$ cat src/rtl/pocket_synth_voices.sv
// Polyphonic square-wave synth: NUM_VOICES oscillators with 4-bit amplitude, summed into a first-order sigma-delta pin.
// keys->leds 2 cycles, level->audio_out 1 cycle, no backpressure; `define SYNTH_ENVELOPE_EN for timed attack/release.
module pocket_synth_voices #(
   parameter int CLK_FREQ   = 50_000_000,
   parameter int NUM_VOICES = 4,
   parameter int HALF_W     = 24,
   parameter int ENV_DIV    = 50_000
) (
   input  logic                  clk,
   input  logic                  rst_n,
   input  logic [NUM_VOICES-1:0] keys,
   input  logic                  cfg_we,
   input  logic [2:0]            cfg_addr,
   input  logic [HALF_W-1:0]     cfg_wdata,
   output logic                  audio_out,
   output logic [NUM_VOICES-1:0] leds,
   output logic [NUM_VOICES-1:0] voice_active
);
   localparam int             FULL   = NUM_VOICES * 15;
   localparam int             LVL_W  = $clog2(FULL + 1);
   localparam logic [LVL_W:0] FULL_S = (LVL_W + 1)'(FULL);

   if (NUM_VOICES < 1 || NUM_VOICES > 8 || ENV_DIV < 1) begin : g_param_check
      $error("pocket_synth_voices: NUM_VOICES must be 1..8 and ENV_DIV >= 1");
   end

   // Power-up half-periods: C4 D4 E4 F4 G4 A4 B4 C5.
   function automatic logic [HALF_W-1:0] reset_half(input int idx);
      int freq;
      case (idx)
         0:       freq = 262;
         1:       freq = 294;
         2:       freq = 330;
         3:       freq = 349;
         4:       freq = 392;
         5:       freq = 440;
         6:       freq = 494;
         default: freq = 523;
      endcase
      return HALF_W'(CLK_FREQ / (2 * freq));
   endfunction

   logic [NUM_VOICES-1:0] key_m;
   logic [NUM_VOICES-1:0] key_s;
   logic [HALF_W-1:0]     half [NUM_VOICES];
   logic [HALF_W-1:0]     ctr  [NUM_VOICES];
   logic [3:0]            amp  [NUM_VOICES];
   logic [NUM_VOICES-1:0] tone;
   logic [LVL_W-1:0]      mix_sum;
   logic [LVL_W-1:0]      level;
   logic [LVL_W-1:0]      acc;
   logic [LVL_W:0]        sd_sum;

`ifdef SYNTH_ENVELOPE_EN
   localparam int DIV_W = (ENV_DIV > 1) ? $clog2(ENV_DIV) : 1;
   logic [DIV_W-1:0] env_cnt;
   logic             env_tick;

   assign env_tick = (env_cnt == DIV_W'(ENV_DIV - 1));

   always_ff @(posedge clk or negedge rst_n) begin
      if (!rst_n)        env_cnt <= '0;
      else if (env_tick) env_cnt <= '0;
      else               env_cnt <= env_cnt + DIV_W'(1);
   end
`endif

   assign leds = key_s;

   always_ff @(posedge clk or negedge rst_n) begin
      if (!rst_n) begin
         key_m        <= '0;
         key_s        <= '0;
         voice_active <= '0;
         tone         <= '0;
         for (int i = 0; i < NUM_VOICES; i++) begin
            half[i] <= reset_half(i);
            ctr[i]  <= '0;
            amp[i]  <= '0;
         end
      end else begin
         key_m <= keys;
         key_s <= key_m;
         for (int i = 0; i < NUM_VOICES; i++) begin
            if (cfg_we && cfg_addr == 3'(i)) half[i] <= cfg_wdata;
`ifdef SYNTH_ENVELOPE_EN
            if (env_tick) begin
               if (key_s[i] && amp[i] != 4'd15)      amp[i] <= amp[i] + 4'd1;
               else if (!key_s[i] && amp[i] != 4'd0) amp[i] <= amp[i] - 4'd1;
            end
            voice_active[i] <= key_s[i] | (amp[i] != 4'd0);
`else
            amp[i]          <= key_s[i] ? 4'd15 : 4'd0;
            voice_active[i] <= key_s[i];
`endif
            // Compare uses the pre-write half, so a shrink below ctr toggles next cycle.
            if (!voice_active[i] || half[i] == '0) begin
               ctr[i]  <= '0;
               tone[i] <= 1'b0;
            end else if (ctr[i] >= half[i] - HALF_W'(1)) begin
               ctr[i]  <= '0;
               tone[i] <= ~tone[i];
            end else begin
               ctr[i]  <= ctr[i] + HALF_W'(1);
            end
         end
      end
   end

   always_comb begin
      mix_sum = '0;
      for (int i = 0; i < NUM_VOICES; i++) begin
         if (tone[i]) mix_sum = mix_sum + LVL_W'(amp[i]);
      end
   end

   assign sd_sum = {1'b0, acc} + {1'b0, level};

   always_ff @(posedge clk or negedge rst_n) begin
      if (!rst_n) begin
         level     <= '0;
         acc       <= '0;
         audio_out <= 1'b0;
      end else begin
         level <= mix_sum;
         if (sd_sum >= FULL_S) begin
            audio_out <= 1'b1;
            acc       <= LVL_W'(sd_sum - FULL_S);
         end else begin
            audio_out <= 1'b0;
            acc       <= LVL_W'(sd_sum);
         end
      end
   end
endmodule

$ cat config.mk
export PLATFORM = sky130hd
export DESIGN_NAME = pocket_synth_voices
export DESIGN_NICKNAME = d
export VERILOG_FILES = /design/src/rtl/pocket_synth_voices.sv
export SDC_FILE = /design/constraint.sdc
export NUM_CORES = 1
export LEC_CHECK = 0
export CAP_MARGIN = 20
export CORE_UTILIZATION = 62
export DETAILED_ROUTE_END_ITERATION = 12
export PLACE_DENSITY = 0.8
export SYNTH_ARGS = -nofsm -noshare
export SYNTH_HDL_FRONTEND = slang
export SYNTH_SLANG_ARGS = --single-unit
$ cat constraint.sdc
create_clock -name clk -period 4.7 [get_ports clk]
set_input_delay 0.47 -clock clk [delete_from_list [all_inputs] [get_ports clk]]
set_output_delay 0.47 -clock clk [all_outputs]
set_load 0.02 [all_outputs]
# After elaboration in Yosys (flattened, before gate mapping)
# Index checks and enable logic that the tools add are counted.
dict set report totals {
  regBits 237
  inputBits 34
  out_inout_bits 9
}
dict set report classes {
  addsub 13
  magnitude_cmp 5
  n_eq_ne 3
  mux 26
  bitwise 4
  n_reduce_logical 21
}
# cell n
set op_table {}
lappend op_table {{$mux 24} 8}
lappend op_table {{$add 24x1->24 const B} 4}
lappend op_table {{$ge 24x24->1} 4}
lappend op_table {{$logic_not 24->1} 4}
lappend op_table {{$sub 24x1->24 const B} 4}
lappend op_table {{$mux 6} 4}
lappend op_table {{$mux 4} 5}
lappend op_table {{$add 6x4->6} 3}
lappend op_table {{$mux 1} 9}
lappend op_table {{$reduce_bool 2->1} 4}
lappend op_table {{$add 6x6->7} 1}
lappend op_table {{$ge 7x6->1 const B} 1}
lappend op_table {{$eq 3x2->1 const B} 2}
lappend op_table {{$sub 6x6->6 const B} 1}
lappend op_table {{$logic_and 1x1->1} 4}
lappend op_table {{$logic_not 1->1} 4}
lappend op_table {{$logic_or 1x1->1} 4}
lappend op_table {{$not 1->1} 4}
lappend op_table {{$eq 3x1->1 const B} 1}
lappend op_table {{$logic_not 3->1} 1}

# Logic depth before layout (Yosys ltp)
dict set report logic_depth {
  depth_word 7
  mapped_depth 16
  depth_no_buf 16
}

# Least setup slack after synthesis
# OpenSTA, ideal clock, no wires.
dict set report synth_timing {
  path_kind {reg-to-reg}
  startpoint {reg half[57] (netlist name)}
  endpoint {reg ctr[61] (netlist name)}
  arrival_time_ps 3876
  slack_ps 753
  stages_incl_launch_ff 16
  n_path_buf 2
  synth_period_minus_slack_ps 3947
  path_cell_list {dfrtp_1 or4_4 or4_1 or2_4 or2_4 nor4_2 xnor2_1 ha_1 and2_0 a221o_1 a221oi_1 o221ai_1 or2_1 buf_6 buf_6 nor2_1}
}
dict set report synth_between {
  elab_chain_len 4
  word_cells_on_any_way 6
}
# element line_no
set synth_lines {}
lappend synth_lines {{from (decl)} 45} ;# logic [HALF_W-1:0] half [NUM_VOICES];
lappend synth_lines {{from (signal, indexed assignment)} 77} ;# half[i] <= reset_half(i);
lappend synth_lines {{from (signal, indexed assignment)} 85} ;# if (cfg_we && cfg_addr == 3'(i)) half[i] <= cfg_wdata;
lappend synth_lines {{$sub 24x1->24} 100} ;# end else if (ctr[i] >= half[i] - HALF_W'(1)) begin
lappend synth_lines {{$ge 24x24->1} 100}
lappend synth_lines {{$mux 24} 100}
lappend synth_lines {{$mux 24 (*)} 97} ;# if (!voice_active[i] || half[i] == '0) begin
lappend synth_lines {{to (signal, indexed assignment)} 104} ;# ctr[i] <= ctr[i] + HALF_W'(1);
lappend synth_lines {{to (decl)} 46} ;# logic [HALF_W-1:0] ctr [NUM_VOICES];
# Every way passes the cells marked *; elsewhere a longest branch is shown, timed or not.
# A chain may end at the register's enable or synchronous reset.

# Worst setup path in the final report
dict set report layout_timing {
  startpoint {reg half[57] (netlist name)}
  endpoint {reg ctr[53] (netlist name)}
}
# Same word-level chain as after synthesis.

==> results by group <==
Critical path
  – CP required: 5.14 ns
  – CP delay by family, top: simple AND/OR/NAND/NOR gates
  – Reg2reg setup slack: 0.28 ns
  – Crit Reg-Reg Startpoint: half[57]$_DFFE_PN0P_
  – Startpoint type of the worst setup path: flop
  – Crit Path Class: flop to flop
  – Crit-path cells: or4_4 > or4_1 > or2_4 > or2_2 > nor3_1 > xnor2_1 > ha_1 > and2_0 > a221o_1 > a221oi_1 > o221ai_1 > or2_1 > nor2_1
  – Buf/Inv on CP: 0
  – Crit path max fanout: 24
  – Largest stage delay, worst path: 0.55 ns
  – Path depth of the worst reg2reg path: 13
  – Worst Setup End Kind: flop
  – CP arrival: 4.85 ns
  – Slowest cell on the critical path: or4_4
  – R2r endpoint: ctr[53]$_DFF_PN0_

STA
  – Crit share post-route: 94.0%
  – Final Hold Fails: 0
  – Least-Margin Pin Slew: 0.959 ns
  – Fin Setup TNS: 0 ns
  – Final setup vio count: 0
  – Max_slew headroom: 35.6%
  – Slew Limit Fails: 0
  – Max frequency: 0.226 GHz
  – RSZ-0062 raised after global routing: false
  – Clk_skew: 0.0106 ns
  – Fin crit period: 4.42 ns

Clocking
  – Cts bufs inserted: 25
  – Setup bufs post-CTS: 0
  – Hold Buf Count CTS: 0
  – Reg clk slew, reported paths: 0.06 ns
  – Root Driver: clkbuf_16
  – CTS Sinks: 221
  – Clock latency on the worst-skew pair: 0.52 ns
  – PostCTS Resize Cnt: 0
  – Clock tree buffer depth: 3
  – Htree depth: 1
  – CTS tree: done

Layout
  – Area growth from synthesis to layout: 13.2%
  – Share of cells above drive strength 1: 15.0%
  – Most frequent cells in the layout: dfrtp_1, nor2_1, ha_1, xnor2_1, mux2_2
  – ANT cells: 0
  – Final-stage net count: 1518
  – Commonest non-fill, non-tap cell in the layout: dfrtp_1
  – Area of the multi-input gates: 7540 µm²
  – Filler cells: 1487
  – Register area: 5580 µm²

Route
  – DRC Markers: 0
  – First-pass DRT Iterations: 5
  – Via density: 5.79
  – Routed via count: 9553
  – Post-route ant nets: 0
  – Wire length per cell: 17.5 µm
  – Final WL: 28.9 mm
  – Starting DRT DRC Count: 411

Synthesis
  – Async SR Flop Fraction: 100%
  – Synthesized Nets: 1456
  – Post-Syn Area: 13300 µm²
  – Post-synth EDFFs: 0
  – Cell variety after synth: 58
  – Top cell type's share of synthesized area: 34.3%
  – Post-Syn Instances: 1294
  – Syn_area_per_cell: 10.3 µm²
  – FF+latch count, synth: 221
  – Yosys top cell by area: dfrtp_1
  – Largest cells by area after synthesis: dfrtp_1, ha_1, mux2_2
  – Most used flip-flop cell after synthesis: dfrtp_1
  – Syn. warnings: 0
  – Seq/Total Area, Yosys: 41.8%

GRT
  – Global Route Usage Sum: 27.2%
  – Initial antenna violation count: 0
  – Met2 GRT Util: 46.0%
  – Most Crowded Layer GR: met2
  – Met1 Use GR: 36.0%
  – First-pass GRT wire length: 47.4 mm
  – Total global routing overflow: 0
  – Largest net degree at the start of global routing: 135
  – Vias in the first global route: 9419
  – M3 GR Usage: 3.03%

Outcome
  – Status: finished, final reports clean

Die
  – Rows: 53
  – Die width: 149 µm
  – Die area: 22100 µm²
  – Die Span Y: 149 µm
  – Initial Util: 63.3%
  – Num ports: 43
  – Core area: 21100 µm²

Pwr
  – Leak pwr: 6.53 nW
  – Peak VDD IR: 0.262 mV
  – Power density cells: 384 nW/µm²
  – Pwr Total: 5.81 mW

Worst hold path
  – Hold WC Path Type: input pin to async pin

Placed design
  – RePlAce Congestion: 0.878
  – HPWL Detailed: 21.3 mm
  – Port-buffer cells: 42

Job
  – MaxCap Viol Count: 0
[kinds of logic (layout without fill, tap and decap cells)]
family / count (synthesis) / count (layout) / synth area share (%)
AO/OA/AOI/OAI: 122 / 122 / 5.84
XOR/XNOR: 185 / 185 / 12.1
flip-flops: 221 / 221 / 41.8
buffers and inverters: 58 / 138 / 1.83
adder cells (fa/ha/maj): 128 / 128 / 12.3
multiplexers: 97 / 97 / 8.16
AND/OR/NAND/NOR: 483 / 483 / 18.0
[routing by layer]
layer  share of wire [%]  vias up
met2                  48      152
met3                 3.0       60
met5                   0        -
met4                 3.5        0
li1                    -     4707
met1                  45     4634
[state kept, by name (all words and copies together), names as in the netlist]
| signal | flops |
|---|---|
| tone | 4 |
| amp | 4 |
| ctr | 96 |
| audio_out | 1 |
| acc | 6 |
| level | 6 |
| leds | 4 |
| key_m | 4 |
| half | 96 |
[synthesized netlist by cell type, drive strengths merged, types with 5 or more instances]
library cell	instances
a211oi	9
a21o	13
a21oi	41
and2	5
and3	18
and4	12
clkbuf	16
dfrtp	183
dfstp	38
fa	5
ha	123
inv	39
mux2	95
nand2	83
nand3	58
nand3b	9
nand4	24
nand4b	5
nor2	160
nor2b	10
nor3	37
nor3b	7
nor4	25
o21a	8
o21ai	28
or2	8
or3	5
or4	10
xnor2	99
xor2	86
[final cells by class]
class | count | area share, %
multi-input combinational | 1015 | 49.9
sequential | 221 | 36.9
clock buffer | 30 | 4.53
timing repair buffer | 54 | 3.54
tap | 275 | 2.28
clock inverter | 15 | 1.86
inverter | 39 | 0.969
[power by group]
group	internal (mW)	switching [mW]
Clock	1.47	0.789
Combinational	0.534	0.564
Sequential	2.18	0.271
Total	4.18	1.62
[through the flow]
stage	hold WS [ns]	std cells	worst slack, ns	utilization, %	cell area [µm²]
final	0.0805	1649	0.282	71.6	15100
after global routing	0.171	1649	0.0459	71.6	15100
after CTS	0.115	1646	0.291	71.4	15100
after detailed placement	0.336	1601	0.307	66.9	14100
after global placement	0.332	1601	0.441	66.9	14100
after floorplan	0.174	1294	0.753	-	13300
[worst max path at each step]
stage / slack, ns / end / from / depth (start not counted)
floorplan: 0.75 / ctr[61]$_DFF_PN0_ / half[57]$_DFFE_PN0P_ / 15
detailed placement: 0.31 / ctr[59]$_DFF_PN0_ / half[57]$_DFFE_PN0P_ / 13
finish: 0.28 / ctr[53]$_DFF_PN0_ / half[57]$_DFFE_PN0P_ / 13
global route: 0.05 / ctr[59]$_DFF_PN0_ / half[57]$_DFFE_PN0P_ / 13
CTS: 0.29 / ctr[59]$_DFF_PN0_ / half[57]$_DFFE_PN0P_ / 13
global placement: 0.44 / ctr[67]$_DFF_PN0_ / half[57]$_DFFE_PN0P_ / 13
(Power assumes the default switching activity.)
